[src/rtl/hazard_ctrl.sv]
// ============================================================================
// Module      : hazard_ctrl
// Description : Stall/flush/wait sequencing for the 5-stage RV32I pipeline.
// Revision    : 1.0 - initial release
// ============================================================================
`default_nettype none

module hazard_ctrl #(
    parameter int FLUSH_EXTRA = 1,
    parameter int CHECK_WB    = 1,
    parameter int CNT_W       = 32
) (
    input  logic             i_clk,
    input  logic             i_reset,
    input  logic [4:0]       i_rs1_addr_id,
    input  logic [4:0]       i_rs2_addr_id,
    input  logic             i_rs1_used_id,
    input  logic             i_rs2_used_id,
    input  logic             i_inst_vld_id,
    input  logic [4:0]       i_rd_addr_ex,
    input  logic [4:0]       i_rd_addr_mem,
    input  logic [4:0]       i_rd_addr_wb,
    input  logic             i_rd_wren_ex,
    input  logic             i_rd_wren_mem,
    input  logic             i_rd_wren_wb,
    input  logic             i_pc_sel_ex,
    input  logic             i_mem_busy,
    output logic             o_enable_pc,
    output logic             o_enable_if,
    output logic             o_enable_id,
    output logic             o_enable_ex,
    output logic             o_enable_mem,
    output logic             o_reset_if,
    output logic             o_reset_id,
    output logic             o_reset_ex,
    output logic             o_reset_mem,
    output logic [1:0]       o_state,
    output logic [CNT_W-1:0] o_stall_cnt,
    output logic [CNT_W-1:0] o_flush_cnt,
    output logic [CNT_W-1:0] o_wait_cnt
);

    typedef enum logic [1:0] {
        ST_RUN   = 2'd0,
        ST_STALL = 2'd1,
        ST_FLUSH = 2'd2,
        ST_WAIT  = 2'd3
    } state_t;

    localparam logic [1:0]       c_FLUSH_LOAD = 2'(FLUSH_EXTRA);
    localparam logic             c_CHECK_WB   = (CHECK_WB != 0);
    localparam logic [CNT_W-1:0] c_CNT_ONE    = {{(CNT_W-1){1'b0}}, 1'b1};

    logic [1:0]       r_flush_left;
    logic [CNT_W-1:0] r_stall_cnt;
    logic [CNT_W-1:0] r_flush_cnt;
    logic [CNT_W-1:0] r_wait_cnt;

    logic   w_src1_hz;
    logic   w_src2_hz;
    logic   w_hazard;
    state_t w_state;

    // A source conflicts with any in-flight writer that has not yet reached the regfile
    always_comb begin
        w_src1_hz = i_rs1_used_id && (i_rs1_addr_id != 5'd0) &&
                    ((i_rd_wren_ex  && (i_rs1_addr_id == i_rd_addr_ex))  ||
                     (i_rd_wren_mem && (i_rs1_addr_id == i_rd_addr_mem)) ||
                     (c_CHECK_WB && i_rd_wren_wb && (i_rs1_addr_id == i_rd_addr_wb)));
        w_src2_hz = i_rs2_used_id && (i_rs2_addr_id != 5'd0) &&
                    ((i_rd_wren_ex  && (i_rs2_addr_id == i_rd_addr_ex))  ||
                     (i_rd_wren_mem && (i_rs2_addr_id == i_rd_addr_mem)) ||
                     (c_CHECK_WB && i_rd_wren_wb && (i_rs2_addr_id == i_rd_addr_wb)));
        w_hazard  = i_inst_vld_id && (w_src1_hz || w_src2_hz);
    end

    always_comb begin
        w_state = ST_RUN;
        if (i_mem_busy) begin
            w_state = ST_WAIT;
        end else if (i_pc_sel_ex || (r_flush_left != 2'd0)) begin
            w_state = ST_FLUSH;
        end else if (w_hazard) begin
            w_state = ST_STALL;
        end
    end

    always_comb begin
        o_enable_pc  = 1'b1;
        o_enable_if  = 1'b1;
        o_enable_id  = 1'b1;
        o_enable_ex  = 1'b1;
        o_enable_mem = 1'b1;
        o_reset_if   = 1'b1;
        o_reset_id   = 1'b1;
        o_reset_ex   = 1'b1;
        o_reset_mem  = 1'b1;
        o_state      = w_state;
        if (!i_reset) begin
            o_reset_if  = 1'b0;
            o_reset_id  = 1'b0;
            o_reset_ex  = 1'b0;
            o_reset_mem = 1'b0;
            o_state     = ST_RUN;
        end else begin
            case (w_state)
                ST_WAIT: begin
                    o_enable_pc  = 1'b0;
                    o_enable_if  = 1'b0;
                    o_enable_id  = 1'b0;
                    o_enable_ex  = 1'b0;
                    o_enable_mem = 1'b0;
                end
                ST_FLUSH: begin
                    // Fresh redirect kills both younger stages; trailing cycles only IF/ID
                    o_reset_if = 1'b0;
                    o_reset_id = !i_pc_sel_ex;
                end
                ST_STALL: begin
                    o_enable_pc = 1'b0;
                    o_enable_if = 1'b0;
                    o_reset_id  = 1'b0;
                end
                default: ;
            endcase
        end
    end

    always_ff @(posedge i_clk) begin
        if (!i_reset) begin
            r_flush_left <= 2'd0;
            r_stall_cnt  <= '0;
            r_flush_cnt  <= '0;
            r_wait_cnt   <= '0;
        end else begin
            case (w_state)
                ST_WAIT: begin
                    if (r_wait_cnt != '1) begin
                        r_wait_cnt <= r_wait_cnt + c_CNT_ONE;
                    end
                end
                ST_FLUSH: begin
                    if (i_pc_sel_ex) begin
                        r_flush_left <= c_FLUSH_LOAD;
                        if (r_flush_cnt != '1) begin
                            r_flush_cnt <= r_flush_cnt + c_CNT_ONE;
                        end
                    end else begin
                        r_flush_left <= r_flush_left - 2'd1;
                    end
                end
                ST_STALL: begin
                    if (r_stall_cnt != '1) begin
                        r_stall_cnt <= r_stall_cnt + c_CNT_ONE;
                    end
                end
                default: ;
            endcase
        end
    end

    assign o_stall_cnt = r_stall_cnt;
    assign o_flush_cnt = r_flush_cnt;
    assign o_wait_cnt  = r_wait_cnt;

endmodule

`default_nettype wire

[config.mk]
export PLATFORM = sky130hd
export DESIGN_NAME = hazard_ctrl
export DESIGN_NICKNAME = d
export VERILOG_FILES = /design/src/rtl/hazard_ctrl.sv
export SDC_FILE = /design/constraint.sdc
export NUM_CORES = 1
export LEC_CHECK = 0
export BUFFER_PORTS_ARGS = -buffer_cell sky130_fd_sc_hd__buf_2
export CAP_MARGIN = 5
export CORE_MARGIN = 3
export CORE_UTILIZATION = 43
export DETAILED_ROUTE_END_ITERATION = 8
export PLACE_DENSITY = 0.74
export SLEW_MARGIN = 20
export SYNTH_ARGS = -nofsm -noshare
export SYNTH_HDL_FRONTEND = slang
export SYNTH_SLANG_ARGS = --single-unit
[constraint.sdc]
create_clock -name i_clk -period 3.9 [get_ports i_clk]
set_clock_uncertainty 0.2 [all_clocks]
set_input_delay 0.78 -clock i_clk [delete_from_list [all_inputs] [get_ports i_clk]]
set_output_delay 0.78 -clock i_clk [all_outputs]
set_load 0.05 [all_outputs]
; After elaboration in Yosys (flattened, before gate mapping)
; Index checks and enable logic that the tools add are counted.
[classes]
n_addsub = 4
eq_ne = 12
mux = 14
n_reduce_logical = 25
[op_table]
columns = cell, n
row1 = "adder 32 x 1 -> 32 bit, second input constant", 3
row2 = "!= test 32 bit, second input constant", 3
row3 = equality test 5 bit, 6
row4 = logical AND 1 bit, 11
row5 = nonzero test 5 bit, 2
row6 = two-way mux 1 bit, 9
row7 = two-way mux 2 bit, 4
row8 = logical OR 1 bit, 6
row9 = "equality test 2 bit, second input constant", 2
row10 = AND reduction 2 bit, 2
row11 = AND reduction 3 bit, 1
row12 = "equality test 2 x 1 -> 1 bit, second input constant", 1
row13 = case mux 1 bit (2 select lines), 1
row14 = nonzero test 2 bit, 1
row15 = OR reduction 2 bit, 1
row16 = "subtractor 2 x 1 -> 2 bit, second input constant", 1
row17 = logical NOT 1 bit, 1
[word_totals]
ff_bits = 98
input_bits = 35
out_inout_bits = 107
wordCells = 59

; Longest topological paths before layout
; Gate-level depths: netlist of run 1.
[logic_depth]
depth_word = 14
ltp_mapped = 10
ltp_nobuf = 9

; Least setup slack after synthesis of run 1
; No wires, ideal clock.
[synth_timing]
kind = input to output
from = input port i_rs2_addr_id[1]
to = output port o_state[0]
arrival_ns = 3.588
required_ns = 2.920
path_slack_ns = -0.668
stages = 7
path_buffers = 0
cell_sequence = or4_1 o2111ai_1 inv_1 o31ai_1 a21oi_1 o21ai_0 inv_1
[synth_via]
elab_chain_len = 11
word_cells_on_any_way = 17
cone_classes = eq/ne: 3 / mux: 4 / reduce/logical: 10
[synth_rtl]
columns = item, line
row1 = from (decl), 16  ; input logic [4:0] i_rs2_addr_id,
row2 = "equality test 5 bit, on equally long branches", "71, 72"
row3 = "logical AND 1 bit, on equally long branches", "71, 72"
row4 = logical OR 1 bit, 71  ; ((i_rd_wren_ex && (i_rs2_addr_id == i_rd_addr_ex)) ||
row5 = logical OR 1 bit, 72  ; (i_rd_wren_mem && (i_rs2_addr_id == i_rd_addr_mem)) ||
row6 = logical AND 1 bit (*), 70  ; w_src2_hz = i_rs2_used_id && (i_rs2_addr_id != 5'd0) &&
row7 = logical OR 1 bit (*), 74  ; w_hazard = i_inst_vld_id && (w_src1_hz || w_src2_hz);
row8 = logical AND 1 bit (*), 74
row9 = two-way mux 1 bit (*), 83  ; end else if (w_hazard) begin
row10 = two-way mux 2 bit (*), 81  ; end else if (i_pc_sel_ex || (r_flush_left != 2'd0)) begin
row11 = two-way mux 2 bit (*), 79  ; if (i_mem_busy) begin
row12 = two-way mux 2 bit (*), 99  ; if (!i_reset) begin
row13 = to (decl), 37  ; output logic [1:0] o_state,
; Every way passes the cells marked *; elsewhere a longest branch is shown, timed or not.

; Final worst setup path of run 1
[layout_timing]
from = input port i_rs2_addr_id[3]
to = output port o_enable_if
[layout_via]
elab_chain_len = 14
word_cells_on_any_way = 21
cone_classes = eq/ne: 5 / mux: 5 / reduce/logical: 11
[layout_rtl]
columns = item, line
row1 = "equality test 5 bit, on equally long branches", "71, 72"
row2 = "logical AND 1 bit, on equally long branches", "71, 72"
row3 = logical OR 1 bit, 71
row4 = logical OR 1 bit, 72
row5 = logical AND 1 bit (*), 70
row6 = logical OR 1 bit (*), 74
row7 = logical AND 1 bit (*), 74
row8 = two-way mux 1 bit (*), 83
row9 = two-way mux 2 bit (*), 81
row10 = two-way mux 2 bit (*), 79
row11 = equality test 2 x 1 -> 1 bit or equality test 2 bit (tied branches), 106  ; case (w_state)
row12 = OR reduction 2 bit (no line) (*), -
row13 = two-way mux 1 bit (*), 106
row14 = two-way mux 1 bit (*), 99
row15 = to (decl), 29  ; output logic o_enable_if,
; Marked as above.

==> results.json, run 1 <==
{
  "status": "finished clean",
  "routed_via_density": 5.39,
  "tightestPinTransition_ns": 0.915,
  "final_core_util": 0.547,
  "die_height_um": 114,
  "async_flop_share": 0,
  "seq_area_frac_synth": 0.390,
  "detail_route.iter0.violations": 364,
  "synth_top_area_frac": 0.390,
  "start_kind": "input port",
  "overflow": 0,
  "regArea_um2": 1960,
  "setup_tns_ns": 0,
  "worst-path-max-fanout": 4,
  "multiInputGateArea_um2": 2870,
  "initial_utilization": 0.452,
  "hold_viol": 0,
  "path_clk_slew_ns": 0.06,
  "cts_resized": 0,
  "core.rowCount": 38,
  "grt_pass1_vias": 4447,
  "tritoncts": "built",
  "placed_cell_area_um2": 5810,
  "areaGrowthSynthToFinish_pct": 20.9,
  "layout.cells.non_filler": 879,
  "cap_violations": 0,
  "place_congestion": 0.902,
  "dp_hpwl_um": 9580,
  "hp-class": "reg -> reg",
  "critical_path_required_ns": 2.92,
  "die_w_um": 114,
  "grt.total_usage": 0.195,
  "synth.largest_area_cell": "dfxtp_1",
  "grt_max_degree": 85,
  "worstPathArrival_ns": 2.62,
  "vias": 4739,
  "routedWlPerCell_um": 14.6,
  "synthesis.nets": 643,
  "dr.pass1.iters": 4,
  "synth-seq-cells": 98,
  "synth_area_leaders": "dfxtp_1, xor2_1, nor2_1",
  "finalMaxSlewViolations": 0,
  "final.fill_count": 1040,
  "cts-root-buf": "clkbuf_16",
  "totalWireLength_um": 12900,
  "path_class": "in -> out",
  "cts_htree_levels": 3,
  "synth-edff-count": 0,
  "hold_slack_ns": 0.288,
  "post_cts_buffers": 0,
  "cts.sinks": 98,
  "drive_above_1_share": 0.238,
  "fin_area_um2": 6080,
  "ir_worst_vdd_v": 0.000213,
  "min_period_over_period": 0.923,
  "ctsHoldBuffers": 0,
  "power_leakage_nw": 2.56,
  "syn-cell-area_um2": 5030,
  "grt_first_pass_wirelength_um": 21000,
  "dp.cells": 864,
  "postRouteAntennaNets": 0,
  "period_minus_slack_ns": 3.60,
  "io_buffer_count": 141,
  "yosys_warnings": 0,
  "finalSetupViolations": 0,
  "max-slew-margin-rel": 0.390,
  "end_kind": "primary output",
  "syn_inst": 604,
  "avgSynthCellArea_um2": 8.33,
  "power_density_nw_per_um2": 327,
  "nets": 774,
  "coreArea_um2": 11100,
  "grt_antenna_before_repair": 0,
  "cts_buffers": 9,
  "antenna_cells": 0,
  "worstSkewPairLatency_ns": 0.34,
  "yosys.cell_types.count": 47,
  "rsz0062_at_grt": "no",
  "drc_errors": 0,
  "dieArea_um2": 13000,
  "io_pins": 142,
  "cts.path.max_buffers": 2,
  "synth_ff_type": "dfxtp_1",
  "fmax_ghz": 0.278
}
-- flip-flops by register name (all words and copies together), names as in the netlist --
| signal | count |
|---|---|
| r_flush_left | 2 |
| o_flush_cnt | 32 |
| o_wait_cnt | 32 |
| o_stall_cnt | 32 |
-- final timing paths --
kind	start	to	slack (ns)	cells past startpoint
worst max-delay path	i_rs2_addr_id[3]	o_enable_if	0.30	8
worst min-delay path	r_flush_left[0]	r_flush_left[0]	0.29	1
worst max register to register	r_flush_left[0]	o_stall_cnt[29]	1.17	8
worst min register to register	r_flush_left[0]	r_flush_left[0]	0.29	1
-- critical path: stages --
cell and delay, ns:
buf_2 0.14, xor2_1 0.17, nor4_1 0.07, and3_1 0.16, o31ai_1 0.66, a21oi_1 0.17
o21ai_2 0.18, buf_2 0.29
-- metal layers --
metal | GRT usage | part of all wire
met3 | 0.0455 | 0.073
met5 | 0 | 0
met1 | 0.250 | 0.44
met4 | 0.0831 | 0.021
met2 | 0.315 | 0.46
-- Yosys cell counts (all sizes together), types with 16 or more instances --
cell type,n
o21ai,19
nand2,57
xor2,65
xnor2,27
or3,19
inv,19
dfxtp,98
a21oi,28
nor2,76
nand4,23
and3,16
nand3,42
-- cells in the final DEF (no fill, tap or decap), types with 10 or more instances in the layout --
cell,instances
nand3_1,40
nand4_1,23
nor3_1,11
or3_1,18
xnor2_1,27
and3_1,16
inv_1,18
xor2_1,65
o21ai_0,18
nor4_1,10
buf_2,141
nor2_1,76
nand2_1,56
a21oi_1,27
dfxtp_1,98
-- logic make-up after synthesis --
family	count (synthesis)	share of synthesized area
compound gates	65	0.0779
xor+xnor	92	0.160
fa+ha+maj	4	0.00995
buf+inv	43	0.0393
flops	98	0.390
mux	8	0.0159
simple gates	294	0.307
-- per-stage QoR --
stage,power [W],setup WS (ns)
after floorplan,0.00114,0.220
after global placement,0.00118,0.411
after detailed placement,0.00119,0.333
after global routing,0.00207,0.207
after CTS,0.00201,0.332
final,0.00199,0.299
-- power by group --
part	internal (W)	leakage (nW)	switching, W
Clock	0.000461	0.138	0.000359
Sequential	0.00101	0.790	0.00000470
Combinational	0.0000487	1.63	0.000108
Total	0.00151	2.56	0.000472
-- final cells by class --
cell class	instances	area share
Multi-Input combinational cell	463	0.473
Sequential cell	98	0.323
Timing Repair Buffer	144	0.120
Clock buffer	12	0.0422
Tap cell	140	0.0288
Inverter	19	0.0117
Clock inverter	3	0.00247
(Power assumes the default switching activity.)
==> run 2: changes to the inputs <==
--- a/config.mk
+++ b/config.mk
@@ -11,6 +11,7 @@
 export CORE_UTILIZATION = 43
 export DETAILED_ROUTE_END_ITERATION = 8
 export PLACE_DENSITY = 0.74
+export REMOVE_ABC_BUFFERS = 1
 export SLEW_MARGIN = 20
 export SYNTH_ARGS = -nofsm -noshare
 export SYNTH_HDL_FRONTEND = slang
==> results.json, run 2 (synthesized netlist as in run 1, its figures left out) <==
{
  "cts_htree_levels": 3,
  "period_minus_slack_ns": 3.61,
  "hold_slack_ns": 0.290,
  "finalMaxSlewViolations": 0,
  "cts-root-buf": "clkbuf_16",
  "grt.total_usage": 0.200,
  "max-slew-margin-rel": 0.580,
  "layout.cells.non_filler": 880,
  "drc_errors": 0,
  "grt_pass1_vias": 4499,
  "mostFrequentLayoutCell": "buf_2",
  "nets": 774,
  "hp-start": "o_stall_cnt[26]",
  "power_switching_w": 0.000521,
  "postRouteAntennaNets": 0,
  "antenna_cells": 0,
  "power_density_nw_per_um2": 358,
  "io_buffer_count": 141,
  "vias": 4722,
  "holdPathStages": 2,
  "grt_max_degree": 62,
  "totalWireLength_um": 13100,
  "cap_violations": 0,
  "die_height_um": 114,
  "fmax_ghz": 0.277,
  "cts_buffers": 9,
  "place_congestion": 0.952,
  "rr_worst_depth": 8,
  "finalSetupViolations": 0,
  "cts.sinks": 98,
  "worst-path-max-fanout": 4,
  "r2r_slack_ns": 1.26,
  "min_delay_worst_endpoint": "o_stall_cnt[26]",
  "timing.rr.end": "o_wait_cnt[30]",
  "most-common-layout-cells": "buf_2, dfxtp_1, nor2_1, xor2_1, nand2_1",
  "routed_via_density": 5.37,
  "swShare": 0.236,
  "start_kind": "input port",
  "status": "finished clean",
  "worstReg2RegStart": "o_wait_cnt[3]",
  "power_leakage_nw": 2.58,
  "dp.cells": 864,
  "areaGrowthSynthToFinish_pct": 22.5,
  "worstSkewPairLatency_ns": 0.34,
  "hold_viol": 0,
  "io_pins": 142,
  "initial_utilization": 0.452,
  "rsz0062_at_grt": "no",
  "post_cts_buffers": 0,
  "grt_first_pass_wirelength_um": 21600,
  "fin_area_um2": 6160,
  "routedWlPerCell_um": 14.9,
  "cts.path.max_buffers": 2,
  "critical_path_required_ns": 2.92,
  "p_int_w": 0.00169,
  "final_core_util": 0.554,
  "die_w_um": 114,
  "dp_hpwl_um": 9750,
  "grt_antenna_before_repair": 0,
  "core.rowCount": 38,
  "min_period_over_period": 0.927,
  "drive_above_1_share": 0.241,
  "end_kind": "primary output",
  "placed_cell_area_um2": 5810,
  "dr.pass1.iters": 4,
  "ir_worst_vdd_v": 0.000220,
  "overflow": 0,
  "path_clk_slew_ns": 0.07,
  "coreArea_um2": 11100,
  "detail_route.iter0.violations": 187,
  "dieArea_um2": 13000,
  "clkPwrFrac": 0.470,
  "pwr-share-seq": 0.458,
  "tightestPinTransition_ns": 0.630,
  "worstPathArrival_ns": 2.63,
  "p_comb_frac": 0.072,
  "path_class": "in -> out",
  "tritoncts": "built",
  "setup_tns_ns": 0,
  "hp-class": "reg -> reg"
}
run 2: changes by cell type in the layout (fill, tap and decap cells not counted), sizes merged:
cell / previous run / this run
inv: 19 / 21
bufinv: 0 / 3
clkinv: 3 / 0
clkbuf: 12 / 9
clkinvlp: 0 / 2
run 2: power groups by stage:
| stage | clock network, W | registers (W) | logic [W] |
|---|---|---|---|
| 2_1_floorplan | 0 | 0.00104 | 0.0000774 |
| 3_5_place_dp | 0 | 0.00103 | 0.000158 |
| 6_report | 0.00104 | 0.00101 | 0.000160 |
| 4_1_cts | 0.00106 | 0.00101 | 0.000159 |
| 5_1_grt | 0.00110 | 0.00101 | 0.000172 |
| 3_3_place_gp | 0 | 0.00103 | 0.000153 |
run 2: worst max path at each step:
stage	slack, ns	to	start	depth (start not counted)
3_5_place_dp	0.24	o_enable_pc	i_rs2_addr_id[1]	8
6_report	0.29	o_enable_pc	i_rs2_addr_id[1]	8
3_3_place_gp	0.31	o_enable_pc	i_rs2_addr_id[1]	8
4_1_cts	0.23	o_enable_pc	i_rs2_addr_id[1]	8
5_1_grt	0.14	o_enable_if	i_rs2_addr_id[1]	8
2_1_floorplan	-1.92	o_state[0]	i_rs2_addr_id[1]	7
run 2: critical path, cell delays in order:
cell       delay [ns]
buf_2            0.14
or4_1            0.54
o2111ai_1        0.19
inv_1            0.08
o31ai_2          0.11
a21oi_1          0.12
o21ai_0          0.34
buf_2            0.34
run 2: cell type report:
class | instances | area, um2
fillers | 1023 | 4970
clock inverters | 7 | 123
flip-flops and latches | 98 | 1960
well taps | 140 | 175
repair buffers | 144 | 728
inverters | 19 | 71.3
clock buffers | 9 | 225
multi-input cells | 463 | 2880
run 2: per-stage QoR:
step / setup slack, ns / power [W]
6_report: 0.285 / 0.00221
3_3_place_gp: 0.305 / 0.00119
2_1_floorplan: -1.92 / 0.00112
4_1_cts: 0.234 / 0.00222
3_5_place_dp: 0.238 / 0.00119
5_1_grt: 0.144 / 0.00228
run 2: what timing repair did:
action | in CTS | in global routing
hold buffers | 0 | 0
setup endpoints to repair | 0 | 2
gates resized for setup | 0 | 1
run 2: layer usage:
metal | track usage | vias up | wire (um)
li1 | - | 2348 | -
met1 | 0.251 | 2208 | 5690
met2 | 0.334 | 152 | 6200
met3 | 0.0544 | 14 | 1060
met4 | 0.0618 | 0 | 152
met5 | 0 | - | 0
